==> src/rtl/fetch_stage.sv <==
// Purpose : instruction-fetch stage. Holds the PC, drives the instruction
//           memory address, captures the returned word into the fetch/decode
//           register and applies branch redirects (early ones are held).
// Latency : imem_addr follows pc combinationally. All other outputs are
//           registered and update on the clk edge that samples the strobe.
// Backpressure: none. The core sequencer paces the stage with pc_wren and
//           fd_wren, and the stage never stalls it.
//
// Ports:
//   clk, reset_n          core clock; synchronous active-low reset
//   pc_wren               advance or redirect the PC this cycle
//   fd_wren               capture imem_rdata/pc into ir/ir_pc
//   branch_en,
//   branch_target         redirect request (applied now or held until pc_wren)
//   imem_addr, imem_rdata synchronous instruction RAM (1-cycle read latency)
//   pc, ir, ir_pc         program counter and fetch/decode register
//   ir_valid              ir holds a word fetched since reset or the last redirect
//   fetch_count           number of fd_wren captures (wraps at 2^32)
//   fetch_fault           sticky misaligned-branch-target flag
//
// Optional feature macro: FETCH_ALIGN_CHECK_EN
//   defined   -> a branch_target with nonzero bits [1:0] sets fetch_fault
//   undefined -> fetch_fault is tied low and no detection logic is built

module fetch_stage #(
  parameter logic [31:0] RESET_PC = 32'h0000_0000,
  parameter int unsigned PC_STEP  = 4
) (
  input  logic        clk,
  input  logic        reset_n,
  input  logic        pc_wren,
  input  logic        fd_wren,
  input  logic        branch_en,
  input  logic [31:0] branch_target,
  output logic [31:0] imem_addr,
  input  logic [31:0] imem_rdata,
  output logic [31:0] pc,
  output logic [31:0] ir,
  output logic [31:0] ir_pc,
  output logic        ir_valid,
  output logic [31:0] fetch_count,
  output logic        fetch_fault
);

  localparam logic [31:0] PC_INC    = 32'(PC_STEP);
  // Instructions are word aligned, so redirect targets drop their low two bits.
  localparam logic [31:0] WORD_MASK = 32'hFFFF_FFFC;

  // Redirect that arrived while pc_wren was low, held until the next PC update.
  logic        br_pending;
  logic [31:0] br_target;

  logic [31:0] target_aligned;
  logic        redirect;
  logic [31:0] pc_next;

  assign target_aligned = branch_target & WORD_MASK;

  // The memory address is the PC itself; the RAM registers it internally.
  assign imem_addr = pc;

  // PC selection. A same-cycle branch beats a held one, and either beats the
  // sequential step. redirect only has an effect when pc_wren is high.
  always_comb begin
    redirect = 1'b0;
    pc_next  = pc + PC_INC;
    if (branch_en) begin
      redirect = 1'b1;
      pc_next  = target_aligned;
    end else if (br_pending) begin
      redirect = 1'b1;
      pc_next  = br_target;
    end
  end

  always_ff @(posedge clk) begin
    if (!reset_n) begin
      pc          <= RESET_PC;
      ir          <= 32'h0;
      ir_pc       <= 32'h0;
      ir_valid    <= 1'b0;
      fetch_count <= 32'h0;
      br_pending  <= 1'b0;
      br_target   <= 32'h0;
    end else begin
      // PC update, or park an early redirect until the sequencer moves the PC.
      if (pc_wren) begin
        pc <= pc_next;
        if (redirect) begin
          br_pending <= 1'b0;
        end
      end else if (branch_en) begin
        // Last request wins if several arrive before pc_wren.
        br_target  <= target_aligned;
        br_pending <= 1'b1;
      end

      // Capture uses the pre-update pc, so a same-cycle pc_wren does not
      // disturb ir_pc. A capture in the same cycle as a redirect keeps
      // ir_valid set: the sequencer has declared that word good.
      if (fd_wren) begin
        ir          <= imem_rdata;
        ir_pc       <= pc;
        ir_valid    <= 1'b1;
        fetch_count <= fetch_count + 32'd1;
      end else if (pc_wren && redirect) begin
        ir_valid <= 1'b0;
      end
    end
  end

`ifdef FETCH_ALIGN_CHECK_EN
  // Flag any misaligned request, held or applied directly; sticky until reset.
  always_ff @(posedge clk) begin
    if (!reset_n) begin
      fetch_fault <= 1'b0;
    end else if (branch_en && (branch_target[1:0] != 2'b00)) begin
      fetch_fault <= 1'b1;
    end
  end
`else
  assign fetch_fault = 1'b0;
`endif

endmodule

==> config.mk <==
export PLATFORM = sky130hd
export DESIGN_NAME = fetch_stage
export DESIGN_NICKNAME = d
export VERILOG_FILES = /design/src/rtl/fetch_stage.sv
export SDC_FILE = /design/constraint.sdc
export NUM_CORES = 1
export LEC_CHECK = 0
export CAP_MARGIN = 20
export CELL_PAD_IN_SITES_DETAIL_PLACEMENT = 0
export CELL_PAD_IN_SITES_GLOBAL_PLACEMENT = 1
export CORE_MARGIN = 5
export CORE_UTILIZATION = 46
export CTS_CLUSTER_SIZE = 14
export DETAILED_ROUTE_END_ITERATION = 7
export DONT_BUFFER_PORTS = 1
export PLACE_DENSITY = 0.78
export SLEW_MARGIN = 25
export SYNTH_ARGS = -nofsm -noshare
export SYNTH_HDL_FRONTEND = slang
export SYNTH_SLANG_ARGS = --single-unit
==> constraint.sdc <==
create_clock -name clk -period 2.2 [get_ports clk]
set_input_delay 0.11 -clock clk [delete_from_list [all_inputs] [get_ports clk]]
set_output_delay 0.11 -clock clk [all_outputs]
set_load 0.02 [all_outputs]
# == After elaboration in Yosys (flattened, before gate mapping) ==
# Index checks and enable logic that the tools add are counted.
# op_classes
add_sub_neg,2
eq_ne,1
n_mux,9
n_bitwise,1
n_reduce_logical,5
# ops
cell,n
two-way mux 32 bit,2
"adder 32 x 1 -> 32 bit, second input constant",1
"adder 32 x 3 -> 32 bit, second input constant",1
two-way mux 1 bit,7
AND reduction 2 bit,2
nonzero test 2 bit,2
"!= test 2 x 1 -> 1 bit, second input constant",1
logical AND 1 bit,1
NOT 1 bit,1
# totals
ff_bits,160
inputBits,69
output_inout_bits,162
word_cells,25

# == Depth between registers and ports, before layout ==
# depth
word_depth,5
depth_mapped,7

# == Worst setup path before layout ==
# No wires, ideal clock.
# synth_timing
path_type,reg-to-reg
startpoint,reg pc[2] (netlist: imem_addr[2])
endpoint,reg pc[28] (netlist: imem_addr[28])
arrival_time_ps,1886
t_required_ps,2105
setup_slack_ps,219
stages_incl_launch_ff,8
n_path_buf,1
period_less_slack_ps,1981
path_cell_list,dfxtp_1 -> ha_1 -> and4_1 -> and3_1 -> clkbuf_1 -> nand3_1 -> xor2_1 -> a221oi_1
# synth_between
elab_chain_len,3
# synth_rtl
item,line_no,source
start: declaration,37,"output logic [31:0] pc,"
start signal: assignment,88,pc <= pc_next;
adder 32 x 3 -> 32 bit,66,pc_next = pc + PC_INC;
two-way mux 32 bit,70,end else if (br_pending) begin
two-way mux 32 bit,67,if (branch_en) begin
# Every way passes these cells.
# A chain may end at the register's enable or synchronous reset.

# == Worst setup path in the final report ==
# layout_timing
startpoint,reg fetch_count[0]
endpoint,reg fetch_count[31]
# layout_between
elab_chain_len,1
# layout_rtl
item,line_no,source
start: declaration,41,"output logic [31:0] fetch_count,"
start signal: assignment,105,fetch_count <= fetch_count + 32'd1;
adder 32 x 1 -> 32 bit,105,
# Every way passes these cells.

==> impl_results.md <==
- Total grt overflow: 0
- H-tree Lvls: 4
- Critical Path RT: 2.55 ns
- First-pass GRT wire length: 35100 um
- Number of nets with antenna violations after routing: 0
- Grt met2 use: 43.1%
- Num CTS Buffers: 17
- Distinct cells, synth: 58
- Flops & latches, synth: 156
- Status: finished, final reports clean
- Chip Width: 135 um
- Cts repair resizes: 0
- FMAX: 507 MHz
- Period utilization: 89.6%
- Async set-or-reset flop fraction in the synthesized netlist: 0%
- Hold depth: 3
- Register-to-Register Path Depth: 6
- Share of cells above drive strength 1: 11.6%
- Hold Vio Cnt, Final: 0
- Worst R2R Setup Slack: 0.23 ns
- Fillcell total: 1312
- Clock Tree Buf Depth: 2
- Initial DRT Pass Iterations: 6
- Yosys top cell area share: 43.6%
- Worst R2R End: fetch_count[31]$_SDFFE_PN0P_
- Initial Utilization: 46.9%
- VDD IR max: 0.552 mV
- Total power: 7010 uW
- CORE AREA: 15300 sq um
- Rel. slew slack: 40.9%
- Leak: 0.00366 uW
- Synthesized cell area: 7160 sq um
- Post-synth EDFFs: 0
- Critical Path Slowest Stage Cell: or4_1
- Critical path's top delay family: simple AND/OR/NAND/NOR gates
- CP Buf/Inv Count: 1
- Largest net degree at the start of global routing: 73
- DP Cell Count: 1048
- Non-Filler Instances: 1172
- Mapped Cells: 853
- Vias in the first global route: 6616
- Dpl hpwl: 14600 um
- Crit path capture: fetch_count[31]$_SDFFE_PN0P_
- Clk root buf: clkbuf_16
- Initial DRC count: 524
- Crit path launch type: register
- Crit path arrival time: 2.32 ns
- Met1 GRT Util: 27.6%
- Crit. End Element: register
- Initial antenna violation count: 0
- Largest stage delay, worst path: 0.44 ns
- CP Cell Sequence: buf_4 -> nand3_1 -> nor3_2 -> nand3_2 -> or4_1 -> a21oi_1
- Setup TNS: 0 ns
- Worst r2r src: fetch_count[0]$_SDFFE_PN0P_
- Via count: 6549
- Max-cap check violation count: 0
- Register area: 3120 sq um
- Port Buf Inserts: 0
- DIE AREA: 18100 sq um
- Post-Route WL: 22800 um
- Critical path type: reg -> reg
- Multi-input gate area: 3550 sq um
- Crit. Startpoint: fetch_count[0]$_SDFFE_PN0P_
- Chip height: 135 um
- Worst Skew: 0.00653 ns
- Fin nets: 1022
- CTS tree: yes
- PD cells: 775 nW/um^2
- Seq/Total Area, Yosys: 43.6%
- Top post-synthesis cells by area: dfxtp_1, mux2i_1, nor2_1
- # clock sinks: 156
- Num rows: 45
- Clock Latency Late Sink: 0.42 ns
- Min Tclk post-route: 1.97 ns
- Top Usage Layer GRT: met2
- Max-slew violations: 0
- Worst min path class: in -> reg
- Synth area leader: dfxtp_1
- Syn avg cell area: 8.39 sq um
- Most used DFF post-synth: dfxtp_1
- Endpoints failing setup: 0
- Number of diodes: 0
- DRC: 0
- Worst-path clk slew: 0.06 ns
- RePlAce Congestion: 0.893
- Yosys warns: 0
- Vias per cell: 5.59
- Ports: 231
- Critical path depth: 6
- Actual slew at the worst max-slew pin: 0.886 ns
- Routed len/inst: 19.4 um
- Worst-path maximum fanout: 5
- GRT Util Overall: 24.6%
- Unrepaired setup endpoints after global routing: false
- Layout area overhead: 26.4%
- Met3 usage: 8.68%
## synth_stat cells, types with 2 or more instances
library cell	instances
a22oi_1	2
a211oi_1	2
a22o_1	3
nor3_1	9
o21a_1	7
and2_1	4
nor2b_1	2
ha_1	2
buf_1	5
buf_4	37
nand2_1	113
o21ai_0	44
buf_2	6
a311oi_1	2
a41oi_1	2
and4_1	9
xor2_1	20
nor4_1	3
nand3_1	21
o41ai_1	3
nand4_2	2
nor2_1	119
nand3_2	2
inv_1	5
or3_1	4
o31ai_1	6
a221o_1	3
a31oi_1	8
clkbuf_1	41
a21oi_1	64
o211ai_1	2
dfxtp_1	156
nand4_1	17
a32o_1	2
and3_1	18
or4_1	3
nand2b_1	4
mux2i_1	68
xnor2_1	14
## timing repair
| action | in CTS | in global routing |
|---|---|---|
| setup buffers | 0 | 0 |
| hold buffers | 95 | 0 |
| hold endpoints to repair | 124 | 0 |
## worst min-delay path by stage
stage                           start                         end  slack (ns)
global placement              pc_wren   imem_addr[4]$_SDFFE_PN0P_        0.21
detailed placement            pc_wren   imem_addr[4]$_SDFFE_PN0P_        0.22
finish                        pc_wren  imem_addr[26]$_SDFFE_PN0P_        0.01
floorplan           branch_target[11]  br_target[11]$_SDFFE_PN0P_        0.25
CTS                         branch_en  imem_addr[18]$_SDFFE_PN0P_       0.001
global route         branch_target[9]   imem_addr[9]$_SDFFE_PN0P_       0.004
## through the flow
step	utilization (%)	area [sq um]	hold WS, ns	setup WS (ns)
5_1_grt	59.3	9040	0.00372	0.0775
3_5_place_dp	49.0	7470	0.221	0.241
3_3_place_gp	49.0	7470	0.214	0.307
6_report	59.3	9040	0.0122	0.229
2_1_floorplan	-	7180	0.246	0.219
4_1_cts	59.3	9050	0.000983	0.228
## sequential cells by signal, summed over array words and instances (netlist names)
signal	count
br_target	30
fetch_count	32
imem_addr	30
br_pending	1
ir_valid	1
ir_pc	30
ir	32
## placed cells by master, fill, tap and decap left out, types with 3 or more instances in the layout
master and instances:
nand3_1 21, o21ai_0 44, inv_1 5, a31oi_1 8
bufinv_16 4, a21oi_1 64, nand4_1 17, o21a_1 7
and2_1 4, a22o_1 3, nor2_1 118, conb_1 7
o31ai_1 6, xnor2_1 14, xor2_1 20, mux2i_1 68
clkinv_4 3, or3_1 4, nor3_1 9, and3_1 18
or4_1 3, nand2b_1 4, clkbuf_16 17, dfxtp_1 156
a221o_1 3, nor4_1 3, dlygate4sd3_1 93, and4_1 9
nand2_1 113, buf_4 68, o41ai_1 3
## area by class of cell
class,count,area share [%]
clock inverters,10,1.85
well taps,211,2.92
clock buffers,19,4.90
flip-flops and latches,156,34.5
inverters,7,0.304
multi-input cells,606,39.2
repair buffers,163,16.3
## logic make-up (layout without fill, tap and decap cells)
| group | count (synthesis) | in the layout | share of synthesized area, % |
|---|---|---|---|
| and+or+nand+nor | 338 | 338 | 22.1 |
| muxes | 69 | 69 | 9.67 |
| AOI/OAI and AO/OA | 156 | 156 | 12.9 |
| adders and majority gates | 2 | 2 | 0.350 |
| buffers and inverters | 97 | 199 | 7.15 |
| xor gates and xnor gates | 34 | 34 | 4.16 |
| other | 1 | 7 | 0.0524 |
| DFF | 156 | 156 | 43.6 |
## routing by layer
layer / part of all wire, % / routed length (um)
met3: 8.9 / 2040
met5: 0 / 0
met1: 38 / 8630
met4: 2.6 / 584
met2: 51 / 11500
## worst register-to-register path: cells and delay by family (launching register included)
kind	cells	cell delay, ns
and+or+nand+nor	4	1.19
buffers and inverters	1	0.19
AOI/OAI and AO/OA	1	0.15
DFF	1	0.38
## report_power, final
group | total [uW] | switching (uW) | internal [uW]
Combinational | 839 | 492 | 348
Sequential | 3100 | 153 | 2950
Clock | 3070 | 1160 | 1920
Note: power is estimated with default switching activity, not from simulation.
